**src/rtl/cook_time_setter_if.sv**
```systemverilog
// Front-panel signal bundle between the button/timer side and cook_time_setter.
// The slave modport is the controller's view; master is the driving side.
interface cook_time_setter_if;
  logic       btn_sec;
  logic       btn_min;
  logic       btn_start;
  logic       btn_clear;
  logic       count_zero;
  logic [3:0] seconds_prog;
  logic [3:0] tens_seconds_prog;
  logic [3:0] minutes_prog;
  logic [3:0] tens_minutes_prog;
  logic       load;
  logic       timer_on;
  logic       alarm;

  modport master (
    output btn_sec, btn_min, btn_start, btn_clear, count_zero,
    input  seconds_prog, tens_seconds_prog, minutes_prog, tens_minutes_prog,
    input  load, timer_on, alarm
  );

  modport slave (
    input  btn_sec, btn_min, btn_start, btn_clear, count_zero,
    output seconds_prog, tens_seconds_prog, minutes_prog, tens_minutes_prog,
    output load, timer_on, alarm
  );
endinterface

```
**src/rtl/cook_time_setter.sv**
```systemverilog
// Cook-time front panel: turns debounced buttons into four BCD programmed digits,
// drives load/timer_on toward time_count and raises the alarm at countdown expiry.
module cook_time_setter #(
  parameter int unsigned REPEAT_DELAY = 5,
  parameter int unsigned REPEAT_RATE  = 2,
  parameter int unsigned ALARM_CYCLES = 300,
  parameter int unsigned CTR_WIDTH    = 9
) (
  input logic               clk,
  input logic               reset,
  cook_time_setter_if.slave bus
);
  localparam logic [1:0] SET   = 2'd0;
  localparam logic [1:0] RUN   = 2'd1;
  localparam logic [1:0] PAUSE = 2'd2;
  localparam logic [1:0] ALARM = 2'd3;

  localparam logic [CTR_WIDTH-1:0] RPT_FIRE   = CTR_WIDTH'(REPEAT_DELAY);
  localparam logic [CTR_WIDTH-1:0] RPT_LAST   = CTR_WIDTH'(REPEAT_DELAY + REPEAT_RATE - 1);
  localparam logic [CTR_WIDTH-1:0] ALARM_LAST = CTR_WIDTH'(ALARM_CYCLES - 1);

  logic [1:0]           state, state_nx;
  logic [3:0]           sec, tsec, min, tmin;
  logic [3:0]           sec_nx, tsec_nx, min_nx, tmin_nx;
  logic                 sec_d, min_d, start_d, clear_d;
  logic [CTR_WIDTH-1:0] sec_rpt, min_rpt, alarm_cnt;
  logic [CTR_WIDTH-1:0] sec_rpt_nx, min_rpt_nx, alarm_cnt_nx;
  logic                 load_q, load_nx;
  logic                 sec_press, min_press, start_press, clear_press;
  logic                 sec_inc, min_inc, in_set, nonzero;

  assign sec_press   = bus.btn_sec   & ~sec_d;
  assign min_press   = bus.btn_min   & ~min_d;
  assign start_press = bus.btn_start & ~start_d;
  assign clear_press = bus.btn_clear & ~clear_d;
  assign in_set      = (state == SET);
  assign nonzero     = |{sec, tsec, min, tmin};

  // Counter only arms on a real press, so a level held through reset never repeats.
  function automatic logic [CTR_WIDTH-1:0] rpt_next(input logic level, input logic press,
                                                    input logic [CTR_WIDTH-1:0] cnt,
                                                    input logic active);
    if (!active || !level || (!press && cnt == '0))
      return '0;
    return (cnt == RPT_LAST) ? RPT_FIRE : cnt + 1'b1;
  endfunction

  assign sec_rpt_nx = rpt_next(bus.btn_sec, sec_press, sec_rpt, in_set);
  assign min_rpt_nx = rpt_next(bus.btn_min, min_press, min_rpt, in_set);
  assign sec_inc    = in_set & bus.btn_sec & (sec_press | (sec_rpt == RPT_FIRE));
  assign min_inc    = in_set & bus.btn_min & (min_press | (min_rpt == RPT_FIRE));

  always_comb begin
    state_nx     = state;
    sec_nx       = sec;
    tsec_nx      = tsec;
    min_nx       = min;
    tmin_nx      = tmin;
    load_nx      = 1'b0;
    alarm_cnt_nx = '0;
    case (state)
      SET: begin
        if (clear_press) begin
          sec_nx  = '0;
          tsec_nx = '0;
          min_nx  = '0;
          tmin_nx = '0;
        end else begin
          if (sec_inc) begin
            if (sec == 4'd9) begin
              sec_nx  = '0;
              tsec_nx = (tsec == 4'd5) ? 4'd0 : tsec + 4'd1;
            end else begin
              sec_nx = sec + 4'd1;
            end
          end
          if (min_inc) begin
            if (min == 4'd9) begin
              min_nx  = '0;
              tmin_nx = (tmin == 4'd9) ? 4'd0 : tmin + 4'd1;
            end else begin
              min_nx = min + 4'd1;
            end
          end
          if (start_press && nonzero) begin
            load_nx  = 1'b1;
            state_nx = RUN;
          end
        end
      end
      RUN: begin
        // load_q high marks the cycle time_count is still taking the new value.
        if (clear_press)
          state_nx = SET;
        else if (bus.count_zero && !load_q)
          state_nx = ALARM;
        else if (start_press)
          state_nx = PAUSE;
      end
      PAUSE: begin
        if (clear_press)
          state_nx = SET;
        else if (start_press)
          state_nx = RUN;
      end
      ALARM: begin
        if (clear_press || start_press || alarm_cnt == ALARM_LAST)
          state_nx = SET;
        else
          alarm_cnt_nx = alarm_cnt + 1'b1;
      end
      default: state_nx = SET;
    endcase
  end

  always_ff @(posedge clk) begin
    if (reset) begin
      state     <= SET;
      sec       <= '0;
      tsec      <= '0;
      min       <= '0;
      tmin      <= '0;
      load_q    <= 1'b0;
      sec_rpt   <= '0;
      min_rpt   <= '0;
      alarm_cnt <= '0;
      sec_d     <= 1'b1;
      min_d     <= 1'b1;
      start_d   <= 1'b1;
      clear_d   <= 1'b1;
    end else begin
      state     <= state_nx;
      sec       <= sec_nx;
      tsec      <= tsec_nx;
      min       <= min_nx;
      tmin      <= tmin_nx;
      load_q    <= load_nx;
      sec_rpt   <= sec_rpt_nx;
      min_rpt   <= min_rpt_nx;
      alarm_cnt <= alarm_cnt_nx;
      sec_d     <= bus.btn_sec;
      min_d     <= bus.btn_min;
      start_d   <= bus.btn_start;
      clear_d   <= bus.btn_clear;
    end
  end

  assign bus.seconds_prog      = sec;
  assign bus.tens_seconds_prog = tsec;
  assign bus.minutes_prog      = min;
  assign bus.tens_minutes_prog = tmin;
  assign bus.load              = load_q;
  assign bus.timer_on          = (state == RUN);
  assign bus.alarm             = (state == ALARM);
endmodule

```
**src/flat_wrapper.sv**
```systemverilog
// flat-port wrapper written by rule: the top's interface ports become plain ports
module cook_time_setter_flat 
#(
  parameter int unsigned REPEAT_DELAY = 5,
  parameter int unsigned REPEAT_RATE  = 2,
  parameter int unsigned ALARM_CYCLES = 300,
  parameter int unsigned CTR_WIDTH    = 9
)
  (clk, reset, bus_btn_sec, bus_btn_min, bus_btn_start, bus_btn_clear, bus_count_zero, bus_seconds_prog, bus_tens_seconds_prog, bus_minutes_prog, bus_tens_minutes_prog, bus_load, bus_timer_on, bus_alarm);
  cook_time_setter_if bus_i ();
  input logic clk;
  input logic reset;
  input wire logic [$bits(bus_i.btn_sec)-1:0] bus_btn_sec;
  input wire logic [$bits(bus_i.btn_min)-1:0] bus_btn_min;
  input wire logic [$bits(bus_i.btn_start)-1:0] bus_btn_start;
  input wire logic [$bits(bus_i.btn_clear)-1:0] bus_btn_clear;
  input wire logic [$bits(bus_i.count_zero)-1:0] bus_count_zero;
  output wire logic [$bits(bus_i.seconds_prog)-1:0] bus_seconds_prog;
  output wire logic [$bits(bus_i.tens_seconds_prog)-1:0] bus_tens_seconds_prog;
  output wire logic [$bits(bus_i.minutes_prog)-1:0] bus_minutes_prog;
  output wire logic [$bits(bus_i.tens_minutes_prog)-1:0] bus_tens_minutes_prog;
  output wire logic [$bits(bus_i.load)-1:0] bus_load;
  output wire logic [$bits(bus_i.timer_on)-1:0] bus_timer_on;
  output wire logic [$bits(bus_i.alarm)-1:0] bus_alarm;
  assign bus_i.btn_sec = bus_btn_sec;
  assign bus_i.btn_min = bus_btn_min;
  assign bus_i.btn_start = bus_btn_start;
  assign bus_i.btn_clear = bus_btn_clear;
  assign bus_i.count_zero = bus_count_zero;
  assign bus_seconds_prog = bus_i.seconds_prog;
  assign bus_tens_seconds_prog = bus_i.tens_seconds_prog;
  assign bus_minutes_prog = bus_i.minutes_prog;
  assign bus_tens_minutes_prog = bus_i.tens_minutes_prog;
  assign bus_load = bus_i.load;
  assign bus_timer_on = bus_i.timer_on;
  assign bus_alarm = bus_i.alarm;
  cook_time_setter #(.REPEAT_DELAY(REPEAT_DELAY), .REPEAT_RATE(REPEAT_RATE), .ALARM_CYCLES(ALARM_CYCLES), .CTR_WIDTH(CTR_WIDTH)) u_core (.clk(clk), .reset(reset), .bus(bus_i));
endmodule
```
**config.mk**
```make
export PLATFORM = sky130hd
export DESIGN_NAME = cook_time_setter_flat
export DESIGN_NICKNAME = d
export VERILOG_FILES = /design/src/rtl/cook_time_setter_if.sv /design/src/rtl/cook_time_setter.sv /design/src/flat_wrapper.sv
export SDC_FILE = /design/constraint.sdc
export NUM_CORES = 1
export LEC_CHECK = 0
export ABC_AREA = 1
export BUFFER_PORTS_ARGS = -buffer_cell sky130_fd_sc_hd__buf_2
export CAP_MARGIN = 5
export CORE_MARGIN = 2
export CORE_UTILIZATION = 30
export CTS_CLUSTER_DIAMETER = 120
export DETAILED_ROUTE_END_ITERATION = 8
export PLACE_DENSITY = 0.5
export SKIP_LAST_GASP = 1
export SLEW_MARGIN = 40
export SYNTH_ARGS = -nofsm -noshare
export SYNTH_HDL_FRONTEND = slang
export SYNTH_SLANG_ARGS = --single-unit
```
**constraint.sdc**
```tcl
create_clock -name clk -period 1.9 [get_ports clk]
set_clock_uncertainty 0.2 [all_clocks]
set_input_delay 0.38 -clock clk [delete_from_list [all_inputs] [get_ports clk]]
set_output_delay 0.38 -clock clk [all_outputs]
set_load 0.02 [all_outputs]
```
==> metrics.csv <==
metric,value,unit
drive_above_1_share,15.2,%
ant_nets,0,
vias,2455,
r2r.worst_path.cells,11,
worst_pin_slew,0.388,ns
num_rows,35,
cts_buffer_depth,2,
grt_pass1_wl,10.4,mm
hold_path.class,input port to flop,
peakVddDrop,0.000223,V
cts_resized,0,
crit_fanout,4,
path_clk_slew,0.09,ns
status,finished clean,
syn_avg_cell_area,7.10,um2
synth_top_area_share,36.0,%
post_cts_buffers,0,
holdPathStages,3,
drv_cap,0,
hp-start,bus_btn_start,
hold_ws,0.0759,ns
slowest_stage,dfxtp_1,
max_stage_delay,0.43,ns
grt_max_degree,17,
setup_viol,0,
path_class,flop to primary output,
max_freq,0.565,GHz
fp.dieH,100,um
start_util,30.5,%
syn-cell-area,2780,um2
endpoint_kind,primary output,
wl,5.89,mm
grt_pass1_vias,2307,
ys_types,26,
synth_area_leaders,"dfxtp_1 (36%), nand2_1 (10%), ha_1 (9.4%)",
gp_congestion,0.783,
pin_count,26,
die-area,10100,um2
insertion_delay,0.30,ns
rsz0062_at_grt,no,
r2r-end,u_core.bus.tens_seconds_prog[2]$_SDFFE_PP0P_,
syn_nets,420,
port_buffers,25,
path_cells,inv_1 -> nor2_2 -> buf_2,
fin_tns_setup,0,ns
synth_warnings,0,
diodes,0,
finalHoldViolCount,0,
synthFlopType,dfxtp_1,
cts_root_buffer,clkbuf_8,
p_leak,1.33,nW
route.detailed.drc,0,
cts_buffers,5,
p_per_area,619,nW/um2
drtIter0Drc,104,
fin_crit,1.77,ns
coreArea,9110,um2
relSlewSlack,73.9,%
cts_hold_buf,0,
viasPerCell,4.56,
wl_per_cell,10.9,um
cts_tree,done,
reg2reg_slack,0.22,ns
synth_seq_cells,50,
track_usage,12.7,%
synth_async_sr_flop_share,0,%
synth_edf_count,0,
start_kind,flop,
firstDrtPassIters,5,
hpwl,4.45,mm
grt_overflow,0,
clock-sinks,50,
maxSlewViolCount,0,
fin_crit_sh,93.2,%
cp.required,1.32,ns
worstPathArrival,1.19,ns
ys_seq_area_share,36.0,%
chipWidth,100,um
syn_to_final_growth,13.5,%
antenna_found_initial,0,
fillers,998,
rr_startpoint,u_core.sec_rpt[1]$_SDFF_PP0_,
yosysTopAreaCell,dfxtp_1,
final_nets,454,
postSynthCellCount,392,
cts_htree_levels,2,
hold_end,u_core.start_d$_SDFF_PP1_,
## sequential cells by signal, indices dropped and copies added (netlist names)
signal / flops
u_core.state: 2
u_core.start_d: 1
u_core.bus.seconds_prog: 4
u_core.sec_rpt: 9
u_core.alarm_cnt: 9
u_core.min_d: 1
u_core.bus.tens_seconds_prog: 4
u_core.bus.tens_minutes_prog: 4
u_core.sec_d: 1
u_core.bus.load: 1
u_core.min_rpt: 9
u_core.bus.minutes_prog: 4
u_core.clear_d: 1
## power breakdown
| group | internal (mW) | switching, mW | total, mW |
|---|---|---|---|
| Combinational | 0.0688 | 0.132 | 0.201 |
| Sequential | 1.07 | 0.0257 | 1.09 |
| Clock | 0.295 | 0.367 | 0.662 |
| Total | 1.43 | 0.524 | 1.96 |
## per-stage QoR
stage	worst slack [ns]	instances	total power [mW]	cell area, um2	util (%)
floorplan	0.340	392	1.26	2780	-
finish	0.129	538	1.96	3160	34.7
global route	0.00696	538	2.06	3160	34.7
detailed placement	0.207	530	1.32	3060	33.6
global placement	0.241	530	1.32	3060	33.6
CTS	0.122	538	1.99	3150	34.6
## cell families (layout without fill, tap and decap cells)
| group | after synthesis | after routing | share of synthesized area [%] |
|---|---|---|---|
| adder cells (fa/ha/maj) | 21 | 21 | 9.45 |
| buffers and inverters | 59 | 94 | 8.64 |
| AO/OA/AOI/OAI | 38 | 38 | 6.93 |
| XOR/XNOR | 9 | 9 | 2.83 |
| AND/OR/NAND/NOR | 215 | 215 | 36.2 |
| flip-flops | 50 | 50 | 36.0 |
## routing by layer
metal,share of wire [%],vias to the layer above,GRT usage [%]
li1,-,1329,-
met5,0,-,0
met4,0.92,0,3.48
met1,51,1101,16.7
met3,2.7,4,2.72
met2,46,21,21.2
## cells in the mapped netlist (2+ instances only)
master	number
ha_1	21
nand2_2	7
inv_1	48
nand2_1	74
nand4_1	13
dfxtp_1	50
nor2_2	2
buf_6	2
a21oi_1	30
nor3_1	9
nor2_4	4
o21ai_0	7
inv_2	5
xnor2_1	2
nor3b_1	2
or2_2	5
nor4_1	3
nand3_1	46
xor2_1	7
clkbuf_1	2
nor2_1	48
## area by class of cell
cell class,instances,area (um2),share of cell area (%)
flip-flops and latches,50,1000,31.7
well taps,111,139,4.40
clock buffers,7,86.3,2.73
repair buffers,32,178,5.63
inverters,54,205,6.50
clock inverters,1,5.00,0.159
multi-input cells,283,1540,48.9
## layout by cell type, fill, tap and decap left out
| master | synthesis | layout |
|---|---|---|
| nand2_1 | 74 | 73 |
| dfxtp_1 | 50 | 50 |
| inv_1 | 48 | 48 |
| nor2_1 | 48 | 48 |
| nand3_1 | 46 | 46 |
| a21oi_1 | 30 | 30 |
| buf_2 | 1 | 25 |
| ha_1 | 21 | 21 |
| nand4_1 | 13 | 13 |
| nor3_1 | 9 | 9 |
| nand2_2 | 7 | 8 |
| xor2_1 | 7 | 7 |
| o21ai_0 | 7 | 7 |
| buf_4 | 0 | 7 |
| clkbuf_8 | 0 | 6 |
| inv_2 | 5 | 5 |
| or2_2 | 5 | 5 |
| nor2_4 | 4 | 4 |
| nor4_1 | 3 | 3 |
| nor2_2 | 2 | 2 |
| nor3b_1 | 2 | 2 |
| xnor2_1 | 2 | 2 |
| inv_4 | 1 | 1 |
| nand3b_1 | 1 | 1 |
| nand3_4 | 1 | 1 |
| o21a_1 | 1 | 1 |
| clkinv_2 | 0 | 1 |
| clkbuf_1 | 2 | 1 |
## worst max-delay path, delay by kind of cell, from the launching register on
kind	cells	cell delay, ns
flip-flops	1	0.43
AND/OR/NAND/NOR	1	0.16
buffers and inverters	2	0.30
## worst max path at each step
stage                                                 start                                            to  slack [ns]
global placement               u_core.sec_rpt[0]$_SDFF_PP0_  u_core.bus.tens_seconds_prog[3]$_SDFFE_PP0P_        0.24
global route                   u_core.min_rpt[1]$_SDFF_PP0_  u_core.bus.tens_minutes_prog[2]$_SDFFE_PP0P_       0.007
floorplan           u_core.bus.seconds_prog[1]$_SDFFE_PP0P_       u_core.bus.seconds_prog[3]$_SDFFE_PP0P_        0.34
CTS                            u_core.state[0]$_SDFFE_PP0P_                                  bus_timer_on        0.12
detailed placement             u_core.sec_rpt[1]$_SDFF_PP0_  u_core.bus.tens_seconds_prog[2]$_SDFFE_PP0P_        0.21
finish                         u_core.state[0]$_SDFFE_PP0P_                                  bus_timer_on        0.13
(Power assumes the default switching activity.)
